<file path="config.mk">
export PLATFORM = sky130hd
export DESIGN_NAME = vlib_and_reduce_pipe
export DESIGN_NICKNAME = d
export VERILOG_FILES = /design/src/rtl/vlib_and_reduce_pipe.sv
export SDC_FILE = /design/constraint.sdc
export NUM_CORES = 1
export LEC_CHECK = 0
export BUFFER_PORTS_ARGS = -buffer_cell sky130_fd_sc_hd__buf_2
export CAP_MARGIN = 5
export CORE_MARGIN = 3
export CORE_UTILIZATION = 44
export CTS_CLUSTER_DIAMETER = 120
export DETAILED_ROUTE_END_ITERATION = 10
export PLACE_DENSITY = 0.79
export RECOVER_POWER = 25
export SLEW_MARGIN = 40
export SYNTH_ARGS = -nofsm -noshare
export SYNTH_HDL_FRONTEND = slang
export SYNTH_SLANG_ARGS = --single-unit
</file>
<file path="constraint.sdc">
create_clock -name nvdla_core_clk -period 2.1 [get_ports nvdla_core_clk]
set_input_delay 0.21 -clock nvdla_core_clk [delete_from_list [all_inputs] [get_ports nvdla_core_clk]]
set_output_delay 0.21 -clock nvdla_core_clk [all_outputs]
set_load 0.01 [all_outputs]
</file>
<file path="src/rtl/vlib_and_reduce_pipe.sv">
//=============================================================================
// Module      : vlib_and_reduce_pipe
// Description : Pipelined multi-channel AND/NAND reduction with per-bit mask
//               and a valid/ready handshake. Each of CHANNELS lanes reduces
//               WIDTH bits through a balanced pairwise-AND tree. A register
//               follows every tree level, so the latency is fixed at LEVELS
//               cycles plus any stalled cycles.
//
// Ports       : nvdla_core_clk   - clock, rising edge
//               nvdla_core_rstn  - synchronous active-low reset
//               in_valid/in_ready   - input handshake
//               in_data  [CHANNELS*WIDTH] - channel c at [c*WIDTH +: WIDTH]
//               in_mask  [CHANNELS*WIDTH] - 1 forces the data bit to 1
//               in_inv              - per-beat NAND select
//               out_valid/out_ready - output handshake
//               out_data [CHANNELS] - bit c = reduction of channel c
//
// Revision    : 1.0 - initial release
//=============================================================================
`default_nettype none

module vlib_and_reduce_pipe #(
  parameter int WIDTH    = 8,
  parameter int CHANNELS = 4
) (
  input  logic                         nvdla_core_clk,
  input  logic                         nvdla_core_rstn,
  input  logic                         in_valid,
  output logic                         in_ready,
  input  logic [CHANNELS*WIDTH-1:0]    in_data,
  input  logic [CHANNELS*WIDTH-1:0]    in_mask,
  input  logic                         in_inv,
  output logic                         out_valid,
  input  logic                         out_ready,
  output logic [CHANNELS-1:0]          out_data
);

  // Pipeline depth: one register per tree level, at least one stage.
  localparam int LEVELS = (WIDTH <= 1) ? 1 : $clog2(WIDTH);

  // Number of partial products held after tree level k (ceil(WIDTH/2^(k+1)),
  // never below one element).
  function automatic int stage_w(input int k);
    int d;
    int w;
    d = 1 << (k + 1);
    w = (WIDTH + d - 1) / d;
    return (w < 1) ? 1 : w;
  endfunction

  logic                  w_stall;
  logic                  w_accept;
  logic [LEVELS-1:0]     r_vld;
  logic [LEVELS-1:0]     r_inv;
  logic [CHANNELS-1:0]   w_last;

  // The whole pipe freezes only when the last stage cannot hand off.
  assign w_stall  = r_vld[LEVELS-1] && !out_ready;
  assign in_ready = !w_stall;
  assign w_accept = in_valid && !w_stall;

  // Valid and inv sideband shift register, gated only by stall.
  always_ff @(posedge nvdla_core_clk) begin
    if (!nvdla_core_rstn) begin
      r_vld <= '0;
      r_inv <= '0;
    end else if (!w_stall) begin
      r_vld[0] <= w_accept;
      r_inv[0] <= in_inv;
      for (int k = 1; k < LEVELS; k++) begin
        r_vld[k] <= r_vld[k-1];
        r_inv[k] <= r_inv[k-1];
      end
    end
  end

  for (genvar K = 0; K < LEVELS; K++) begin : g_stage
    localparam int NIN = (K == 0) ? WIDTH : stage_w(K - 1);
    localparam int SW  = stage_w(K);

    logic [NIN-1:0]  w_in  [CHANNELS];
    logic [2*SW-1:0] w_pad [CHANNELS];
    logic [SW-1:0]   w_red [CHANNELS];
    logic [SW-1:0]   r_pp  [CHANNELS];

    if (K == 0) begin : g_src_in
      // Masked bits become 1 so they drop out of the AND.
      always_comb begin
        for (int c = 0; c < CHANNELS; c++) begin
          w_in[c] = in_data[c*WIDTH +: WIDTH] | in_mask[c*WIDTH +: WIDTH];
        end
      end
    end else begin : g_src_pipe
      always_comb begin
        for (int c = 0; c < CHANNELS; c++) begin
          w_in[c] = g_stage[K-1].r_pp[c];
        end
      end
    end

    // Pad to an even count with ones so an unpaired element passes through.
    always_comb begin
      for (int c = 0; c < CHANNELS; c++) begin
        w_pad[c]          = '1;
        w_pad[c][NIN-1:0] = w_in[c];
        for (int i = 0; i < SW; i++) begin
          w_red[c][i] = w_pad[c][2*i] & w_pad[c][2*i+1];
        end
      end
    end

    always_ff @(posedge nvdla_core_clk) begin
      if (!nvdla_core_rstn) begin
        for (int c = 0; c < CHANNELS; c++) begin
          r_pp[c] <= '0;
        end
      end else if (!w_stall) begin
        for (int c = 0; c < CHANNELS; c++) begin
          r_pp[c] <= w_red[c];
        end
      end
    end

    if (K == LEVELS - 1) begin : g_tap
      always_comb begin
        for (int c = 0; c < CHANNELS; c++) begin
          w_last[c] = r_pp[c][0];
        end
      end
    end
  end

  assign out_valid = r_vld[LEVELS-1];
  // Inversion is applied after the last register; reset state gives 0.
  assign out_data  = w_last ^ {CHANNELS{r_inv[LEVELS-1]}};

endmodule

`default_nettype wire

</file>
==> metrics.md <==
| Metric | Value |
|---|---|
| Outcome | `finished clean` |
| Syn Std Cell Area | `0.00140 sq mm` |
| Syn avg cell area | `12.2 sq um` |
| Post-synth EDFFs | `25` |
| Top-area cell type share of the netlist area | `0.537` |
| Layout area overhead | `31.5%` |
| Initial Util | `0.482` |
| I/O Buffers | `74` |
| Sink Count | `34` |
| Die width | `62.4 um` |
| Syn_nets | `184` |
| Lkg Pwr | `0.885 nW` |
| Root Driver | `clkbuf_4` |
| Final max-slew violation count | `0` |
| DRC | `0` |
| Post-CTS setup repair buffer count | `0` |
| Final setup viols | `0` |
| Crit-path cells | `nor2b_4, inv_1, buf_2` |
| Setup TNS | `0 ns` |
| Hold Path Cell Cnt | `3` |
| Max incr delay on CP | `0.34 ns` |
| Yosys top cell by area | `edfxtp_1` |
| Total track usage | `0.150` |
| Final hold viol count | `0` |
| Worst skew pair latency | `0.33 ns` |
| Slowest CP cell | `dfxtp_1` |
| Peak supply drop | `0.417 mV` |
| Unrepaired setup endpoints after global routing | `no` |
| Slew HR | `0.597` |
| YS warnings | `0` |
| Antenna cells | `0` |
| Synth Instances | `115` |
| Routed WL per cell | `12.0 um` |
| Nets | `260` |
| Vias | `1,121` |
| Post_cts resized | `0` |
| WP data required | `1.89 ns` |
| Hold Buf Count CTS | `0` |
| Clock skew | `0.00764 ns` |
| Core area | `0.00290 sq mm` |
| Gpl congestion | `0.682` |
| Die ar. | `0.00389 sq mm` |
| DR vias/cell | `4.79` |
| Final core utilization | `0.634` |
| TritonCTS clock tree | `yes` |
| Worst-path fanout max | `11` |
| Initial antenna violation count | `0` |
| Row count | `19` |
| RR Endpoint | `g_stage[1].r_pp[2][0]` |
| Max capacitance violation total | `0` |
| PwrDens | `683 mW/mm^2` |
| Asr flop ratio synth | `0` |
| Worst Tran Pin Value | `0.604 ns` |
| I/O pin count | `75` |
| Synth cell types | `17` |
| R2r setup slk | `0.52 ns` |
| Top cells by count, synth | `25 x edfxtp_1, 16 x nor2_1, 16 x o22ai_1` |
| HP Class | `input pin to register` |
| Most frequent cell after synthesis | `edfxtp_1` |
| Bufs on Longest Clock Path | `2` |
| Hold_sp | `in_valid` |
| WHS Endpoint | `r_vld[0]` |
| Routed WL | `2800 um` |
| Die height | `62.4 um` |
| DRT Pass-1 Iters | `4` |
| Tmin final | `1.58 ns` |
| Reg2reg start | `r_vld[2]` |
| FF-to-FF path depth | `4` |
| Post-route ant nets | `0` |
| Total CTS buffers | `5` |
| Peak Freq | `632 MHz` |
| First-pass GRT wire length | `4510 um` |
| Top post-synthesis cells by area | `edfxtp_1 54%, dfxtp_1 13%, o22ai_1 7.2%` |
| Dominant synthesized flop cell | `edfxtp_1` |
| Seq/Total Area, Yosys | `0.665` |
| Dpl hpwl | `2210 um` |
| Largest net degree at the start of global routing | `26` |
| H-tree depth | `2` |
| Crit. End Element | `output pin` |
| Critical path launch point type | `register` |
| Grt total ovfl | `0` |
| Critical path origin | `r_vld[2]` |
| Crit share post-route | `0.753` |
| Clk slew on worst S/H paths | `0.09 ns` |
| Vias in the first global route | `1,073` |
| Register bit total from synthesis | `34` |
| Share of post-route cells with drive strength above 1 | `0.432` |
| Arr. time, crit path | `1.37 ns` |
| Path type of the worst setup path | `register to output pin` |
| DRT iter0 DRCs | `80` |
## flip-flops by register name, indices dropped and copies added (netlist names)
| signal | flops |
|---|---|
| g_stage.r_pp | 28 |
| r_inv | 3 |
| r_vld | 3 |
## worst max-delay path by stage
| stage | endpoint | slack, ns | cells after the start |
|---|---|---|---|
| floorplan | g_stage[0].r_pp[0][0] | 0.52 | 3 |
| global placement | g_stage[1].r_pp[3][1] | 0.70 | 4 |
| detailed placement | g_stage[1].r_pp[1][1] | 0.62 | 4 |
| CTS | in_ready | 0.61 | 3 |
| global route | g_stage[1].r_pp[2][0] | 0.38 | 4 |
| finish | in_ready | 0.52 | 3 |
## metal layers
layer / up-vias / routed length (um) / track usage
met5: - / 0 / 0
met4: 0 / 42 / 0.0579
met3: 6 / 286 / 0.0665
met2: 59 / 1400 / 0.261
met1: 484 / 1070 / 0.160
li1: 572 / - / -
## power by group
part	switching [mW]	total, mW	internal, mW	leakage, nW
logic	0.0528	0.124	0.0717	0.484
clock network	0.203	0.365	0.162	0.0353
registers	0.0104	0.767	0.757	0.366
total	0.266	1.26	0.991	0.885
## layout make-up
type                            count  area (sq um)
Inverter                            1          3.75
Clock inverter                      1          5.00
Fill cell                         246          1060
Clock buffer                        7          55.1
Sequential cell                    34           931
Tap cell                           42          52.6
Multi-Input combinational cell     74           418
Timing Repair Buffer               75           374
## through the flow
stage          std cells  total power, mW  setup slack (ns)  hold WS (ns)  cell area [sq um]
5_1_grt              234             1.32             0.385         0.158               1840
3_3_place_gp         226            0.901             0.696         0.449               1780
6_report             234             1.26             0.518         0.160               1840
3_5_place_dp         226            0.909             0.623         0.466               1780
2_1_floorplan        115            0.835             0.520         0.357               1400
4_1_cts              234             1.27             0.606         0.151               1840
## worst max-delay path: cells and delay by family, from the launching register on
| kind | cells | cell delay [ns] |
|---|---|---|
| buffers and inverters | 2 | 0.44 |
| DFF | 1 | 0.34 |
| and+or+nand+nor | 1 | 0.27 |
## cells in the final DEF (no fill, tap or decap), types with 3 or more instances in the layout
| master | instances |
|---|---|
| and3_1 | 9 |
| clkbuf_4 | 5 |
| a21boi_0 | 8 |
| nor2_1 | 16 |
| buf_2 | 73 |
| nand3_1 | 3 |
| o22ai_1 | 16 |
| edfxtp_1 | 25 |
| dfxtp_1 | 9 |
| xor2_1 | 4 |
| nand2_1 | 14 |
## kinds of logic (layout without fill, tap and decap cells)
group | after synthesis | in the layout | share of synthesized area
buf+inv | 7 | 84 | 0.0358
compound gates | 25 | 25 | 0.120
flops | 34 | 34 | 0.665
xor+xnor | 4 | 4 | 0.0250
simple gates | 45 | 45 | 0.154
Power figures use the tool's default switching activity.
